===== src/rtl/slice_round_scheduler.sv =====
// slice_round_scheduler
//
// Sequences the slice datapath through a full multi-round permutation:
//   1. LOAD:  copies 64 input lines into bank 0 of the two-bank slice buffer.
//   2. Steps: runs NUM_STEPS step units per round. The source bank flips after
//      every step, so the output of one step is the input of the next.
//   3. DRAIN: reads the final bank back one line at a time and hands each line
//      to the output writer.
// This block owns every buffer address and the bank-select.
//
// Optional feature macro: TIMEOUT_WATCHDOG_EN
//   Defined:     a watchdog limits each WAIT to TIMEOUT cycles. On expiry the
//                block raises error and goes straight to DONE without draining.
//   Not defined: WAIT can hold indefinitely and error is tied to 0.
//
// Ports:
//   clk, rst        rising-edge clock, synchronous active-high reset
//   start           level request, sampled in IDLE
//   num_rounds      round count, latched when start is accepted
//   done            completion flag, held while start stays high after the run
//   busy            high in every state except IDLE and DONE
//   cnt_value       input line-memory address; line_in returns its data
//                   combinationally
//   line_in         input line data for cnt_value
//   buf_we          slice buffer write enable
//   buf_addr        slice buffer line address
//   buf_wdata       slice buffer write data
//   buf_bank        slice buffer bank select; during steps, the source bank
//   buf_rdata       slice buffer read data, 1-cycle synchronous read of
//                   {buf_bank, buf_addr}
//   step_start      one-cycle pulse that launches a step unit
//   step_sel        index of the step unit being launched
//   round_idx       current round, 0-based
//   step_done       step unit finished
//   write_enable    one-cycle pulse per output line
//   write_value     output line, valid while write_enable is high
//   error           step timeout flag

module slice_round_scheduler #(
    parameter int DATA_W    = 25,
    parameter int DEPTH     = 64,
    parameter int ADDR_W    = 6,
    parameter int NUM_STEPS = 5
`ifdef TIMEOUT_WATCHDOG_EN
    ,
    parameter int TIMEOUT   = 255
`endif
) (
    input  logic              clk,
    input  logic              rst,
    input  logic              start,
    input  logic [4:0]        num_rounds,
    output logic              done,
    output logic              busy,
    output logic [ADDR_W-1:0] cnt_value,
    input  logic [DATA_W-1:0] line_in,
    output logic              buf_we,
    output logic [ADDR_W-1:0] buf_addr,
    output logic [DATA_W-1:0] buf_wdata,
    output logic              buf_bank,
    input  logic [DATA_W-1:0] buf_rdata,
    output logic              step_start,
    output logic [2:0]        step_sel,
    output logic [4:0]        round_idx,
    input  logic              step_done,
    output logic              write_enable,
    output logic [DATA_W-1:0] write_value,
    output logic              error
);

    typedef enum logic [2:0] {
        S_IDLE,
        S_LOAD,
        S_LAUNCH,
        S_WAIT,
        S_ADVANCE,
        S_DRAIN_ADDR,
        S_DRAIN_EMIT,
        S_DONE
    } state_t;

    localparam logic [ADDR_W-1:0] LAST_LINE = ADDR_W'(DEPTH - 1);
    localparam logic [2:0]        LAST_STEP = 3'(NUM_STEPS - 1);

    state_t            state_q, state_d;
    logic [ADDR_W-1:0] c_q, c_d;
    logic [2:0]        s_q, s_d;
    logic [4:0]        r_q, r_d;
    logic [4:0]        rounds_q, rounds_d;
    logic              bank_q, bank_d;

`ifdef TIMEOUT_WATCHDOG_EN
    // The watchdog counts WAIT cycles. Its last value is TIMEOUT-1, so a step
    // that never finishes is abandoned after exactly TIMEOUT WAIT cycles.
    localparam logic [7:0] WD_LAST = 8'(TIMEOUT - 1);
    logic [7:0] wd_q, wd_d;
    logic       error_q, error_d;
`endif

    always_ff @(posedge clk) begin
        if (rst) begin
            state_q  <= S_IDLE;
            c_q      <= '0;
            s_q      <= '0;
            r_q      <= '0;
            rounds_q <= '0;
            bank_q   <= 1'b0;
`ifdef TIMEOUT_WATCHDOG_EN
            wd_q     <= '0;
            error_q  <= 1'b0;
`endif
        end else begin
            state_q  <= state_d;
            c_q      <= c_d;
            s_q      <= s_d;
            r_q      <= r_d;
            rounds_q <= rounds_d;
            bank_q   <= bank_d;
`ifdef TIMEOUT_WATCHDOG_EN
            wd_q     <= wd_d;
            error_q  <= error_d;
`endif
        end
    end

    always_comb begin
        state_d      = state_q;
        c_d          = c_q;
        s_d          = s_q;
        r_d          = r_q;
        rounds_d     = rounds_q;
        bank_d       = bank_q;
`ifdef TIMEOUT_WATCHDOG_EN
        wd_d         = wd_q;
        error_d      = error_q;
`endif
        done         = 1'b0;
        cnt_value    = '0;
        buf_we       = 1'b0;
        buf_addr     = '0;
        buf_wdata    = '0;
        buf_bank     = bank_q;
        step_start   = 1'b0;
        write_enable = 1'b0;
        write_value  = '0;

        case (state_q)
            S_IDLE: begin
                if (start) begin
                    rounds_d = num_rounds;
                    c_d      = '0;
                    s_d      = '0;
                    r_d      = '0;
                    bank_d   = 1'b0;
`ifdef TIMEOUT_WATCHDOG_EN
                    error_d  = 1'b0;
`endif
                    state_d  = S_LOAD;
                end
            end

            S_LOAD: begin
                cnt_value = c_q;
                buf_we    = 1'b1;
                buf_bank  = 1'b0;
                buf_addr  = c_q;
                buf_wdata = line_in;
                // The line counter wraps to 0 on the last line, so the drain
                // starts from line 0 without an explicit clear.
                c_d       = c_q + ADDR_W'(1);
                if (c_q == LAST_LINE) begin
                    state_d = (rounds_q == 5'd0) ? S_DRAIN_ADDR : S_LAUNCH;
                end
            end

            S_LAUNCH: begin
                step_start = 1'b1;
`ifdef TIMEOUT_WATCHDOG_EN
                wd_d       = '0;
`endif
                state_d    = S_WAIT;
            end

            S_WAIT: begin
                if (step_done) begin
                    state_d = S_ADVANCE;
                end
`ifdef TIMEOUT_WATCHDOG_EN
                else if (wd_q == WD_LAST) begin
                    error_d = 1'b1;
                    state_d = S_DONE;
                end else begin
                    wd_d = wd_q + 8'd1;
                end
`endif
            end

            S_ADVANCE: begin
                // The step wrote the other bank, so that bank is the source
                // for the next step (or for the drain).
                bank_d = ~bank_q;
                if (s_q < LAST_STEP) begin
                    s_d     = s_q + 3'd1;
                    state_d = S_LAUNCH;
                end else begin
                    s_d     = '0;
                    r_d     = r_q + 5'd1;
                    state_d = ((r_q + 5'd1) == rounds_q) ? S_DRAIN_ADDR : S_LAUNCH;
                end
            end

            S_DRAIN_ADDR: begin
                buf_addr = c_q;
                state_d  = S_DRAIN_EMIT;
            end

            S_DRAIN_EMIT: begin
                // The buffer read has a latency of one cycle, so the data for
                // the address presented in DRAIN_ADDR is on buf_rdata now.
                buf_addr     = c_q;
                write_enable = 1'b1;
                write_value  = buf_rdata;
                c_d          = c_q + ADDR_W'(1);
                state_d      = (c_q == LAST_LINE) ? S_DONE : S_DRAIN_ADDR;
            end

            S_DONE: begin
                // The block leaves DONE only after start drops, so a start
                // that is still held cannot launch a second run.
                done = 1'b1;
                if (!start) begin
                    state_d = S_IDLE;
                end
            end

            default: begin
                state_d = S_IDLE;
            end
        endcase
    end

    assign busy      = (state_q != S_IDLE) && (state_q != S_DONE);
    assign step_sel  = s_q;
    assign round_idx = r_q;

`ifdef TIMEOUT_WATCHDOG_EN
    assign error = error_q;
`else
    assign error = 1'b0;
`endif

endmodule


===== config.mk =====
export PLATFORM = sky130hd
export DESIGN_NAME = slice_round_scheduler
export DESIGN_NICKNAME = d
export VERILOG_FILES = /design/src/rtl/slice_round_scheduler.sv
export SDC_FILE = /design/constraint.sdc
export NUM_CORES = 1
export LEC_CHECK = 0
export ABC_CLOCK_PERIOD_IN_PS = 2020
export BUFFER_PORTS_ARGS = -buffer_cell sky130_fd_sc_hd__buf_2
export CORE_ASPECT_RATIO = 1.25
export CORE_MARGIN = 2
export CORE_UTILIZATION = 40
export DETAILED_ROUTE_END_ITERATION = 10
export GPL_ROUTABILITY_DRIVEN = 0
export MAX_ROUTING_LAYER = met4
export PLACE_DENSITY = 0.86
export RECOVER_POWER = 100
export SLEW_MARGIN = 5
export SYNTH_ARGS = -nofsm -noshare
export SYNTH_HDL_FRONTEND = slang
export SYNTH_SLANG_ARGS = --single-unit

===== constraint.sdc =====
create_clock -name clk -period 2.02 [get_ports clk]
set_input_delay 0.101 -clock clk [delete_from_list [all_inputs] [get_ports clk]]
set_output_delay 0.101 -clock clk [all_outputs]
set_load 0.05 [all_outputs]

==> results.sh <==
export IMPL_rows=26
export IMPL_async_flop_share=0
export IMPL_routedWlPerCell_um=13.4
export IMPL_drtIter0Drc=90
export IMPL_syn_area_um2=1760
export IMPL_worstPathRequired_ns=1.92
export IMPL_cp_arrival_ns=1.81
export IMPL_cts_sinks=23
export IMPL_vias=2090
export IMPL_synth_top_area_share=0.262
export IMPL_final_area_um2=2490
export IMPL_clkSlewWorstSetupHoldPaths_ns=0.08
export IMPL_rsz0062_at_grt="no"
export IMPL_cts_tree="built"
export IMPL_cts_max_level=1
export IMPL_final_seq_area_um2=464
export IMPL_area_growth_pct=41.5
export IMPL_drc=0
export IMPL_synth_cell_types=49
export IMPL_r2r_slack_ns=0.22
export IMPL_synth_seq_cells=23
export IMPL_dieArea_um2=4940
export IMPL_finalCritPeriodShare=0.944
export IMPL_slew_viol_final=0
export IMPL_yosysTopAreaCell="dfxtp_1"
export IMPL_start_kind="flip-flop"
export IMPL_cts_setup_buffers=0
export IMPL_routed_wl_mm=5.66
export IMPL_numCtsBuffers=3
export IMPL_drv_cap=0
export IMPL_slew_headroom=0.567
export IMPL_power_density_nw_per_um2=441
export IMPL_path_cells="and3b_1, clkbuf_4, and2_1, buf_2"
export IMPL_dp_hpwl_mm=4.54
export IMPL_fin_tns_setup_ns=0
export IMPL_multiInputGateArea_um2=1170
export IMPL_core_area_um2=4160
export IMPL_cp_top_family="buffers and inverters"
export IMPL_p_leak_nw=1.26
export IMPL_min_path_type="input port to flip-flop"
export IMPL_synth_top_cells_by_count="and2_1, nor2_1, dfxtp_1"
export IMPL_viasPerCell=4.93
export IMPL_slowest_stage="dfxtp_2"
export IMPL_port_buffers=134
export IMPL_die_width_um=63.3
export IMPL_yosysMostFrequentCell="and2_1"
export IMPL_vdd_drop_max_mv=0.327
export IMPL_synthTopCellsByArea="dfxtp_1, and2_1, a21oi_1, nor2_1, nand2_1"
export IMPL_initial_utilization=0.422
export IMPL_clkLatencyLatePin_ns=0.27
export IMPL_finalCriticalPeriod_ns=1.91
export IMPL_grt_max_degree=32
export IMPL_syn_avg_cell_area_um2=7.41
export IMPL_synth_edf_count=0
export IMPL_syn_inst=237
export IMPL_status="finished, final reports clean"
export IMPL_grt_pass1_wl_mm=8.86
export IMPL_skew_ns=0.00472
export IMPL_worst_setup_path_end_kind="output pin"
export IMPL_fmaxAchievable_ghz=0.524
export IMPL_grt_use_total=0.232
export IMPL_ys_seq_area_frac=0.262
export IMPL_placed_cell_area_um2=2460
export IMPL_drtPass1Iterations=4
export IMPL_path_max_fanout=27
export IMPL_synth_ff_type="dfxtp_1"
export IMPL_hold_violations=0
export IMPL_syn_nets=299
export IMPL_fill_cells=407
export IMPL_grt_pass1_vias=1871
export IMPL_cts_path_max_buffers=2
export IMPL_overflow=0
export IMPL_ant_nets=0
export IMPL_drive_gt1_frac=0.393
export IMPL_crit_type="flip-flop to output pin"
export IMPL_root_buffer="clkbuf_8"
export IMPL_path_buf_inv=2
export IMPL_boundaryPins=136
export IMPL_antenna_found_initial=4
export IMPL_slowest_delay_ns=0.50
export IMPL_nets=427
export IMPL_ys_warn_count=0
export IMPL_dieHeight_um=78.1
export IMPL_tightest_slew_ns=0.647
export IMPL_finalSetupViolCount=0
## per-stage QoR
stage	worst slack (ns)	utilization	instances	power, W	hold slack [ns]
5_1_grt	0.00312	0.597	424	0.00115	0.0687
2_1_floorplan	0.0372	-	237	0.000717	0.237
3_3_place_gp	0.274	0.592	416	0.000815	0.343
6_report	0.112	0.597	424	0.00110	0.0607
3_5_place_dp	0.220	0.592	416	0.000820	0.346
4_1_cts	0.00684	0.604	420	0.00111	0.0528
## worst register-to-register path, cell delays in order (launching register included)
cell      delay, ns
dfxtp_2        0.44
and3b_1        0.25
or2_0          0.33
nor2_1         0.30
a21oi_1        0.07
a211oi_1       0.30
## placed cells by master (no fill, tap or decap), types with 6 or more instances in the layout
cell,netlist,layout
and2_1,62,60
a21oi_1,20,20
dfxtp_1,23,20
buf_2,2,67
clkbuf_1,12,11
nor2_1,24,25
buf_4,2,6
clkbuf_2,0,56
nand2_1,17,17
nand3_1,6,6
## final timing paths
path,endpoint,cells after the start,startpoint
worst max register to register,c_q[4],5,state_q[0]
worst min-delay path,rounds_q[3],3,num_rounds[3]
worst min register to register,rounds_q[1],2,rounds_q[1]
worst max-delay path,write_value[20],4,state_q[1]
## report_power, final
group | internal [W] | leakage [nW] | switching, W
combinational | 0.000109 | 1.05 | 0.000215
sequential | 0.000464 | 0.188 | 0.0000147
clock | 0.000138 | 0.0255 | 0.000156
## metal layers
metal	GRT usage	up-vias	part of all wire
met2	0.362	117	0.45
li1	-	1059	-
met1	0.264	901	0.41
met5	-	-	0
met4	0.100	0	0.025
met3	0.0931	13	0.12
## sequential cells by signal, summed over array words and instances, names as in the netlist
register   cells
c_q            6
step_sel       3
bank_q         1
rounds_q       5
state_q        3
round_idx      5
## final cells by class
class                      instances  share of cell area
multi-input combinational        192               0.471
timing repair buffer             141               0.285
tap                               56              0.0282
clock buffer                       3              0.0166
inverter                           4             0.00604
clock inverter                     1             0.00201
antenna                            4             0.00403
sequential                        23               0.187
## what timing repair did
action | CTS | global route
endpoints found under the setup margin | 17 | 31
hold buffers | 0 | 0
gates resized for setup | 2 | 1
## cell families after synthesis
group,after synthesis,share of synthesized area
other,1,0.00213
DFF,23,0.262
buffers and inverters,22,0.0570
xor gates and xnor gates,6,0.0299
AOI/OAI and AO/OA,51,0.193
muxes,1,0.00570
and+or+nand+nor,130,0.429
adders and majority gates,3,0.0214
Power figures use the tool's default switching activity.
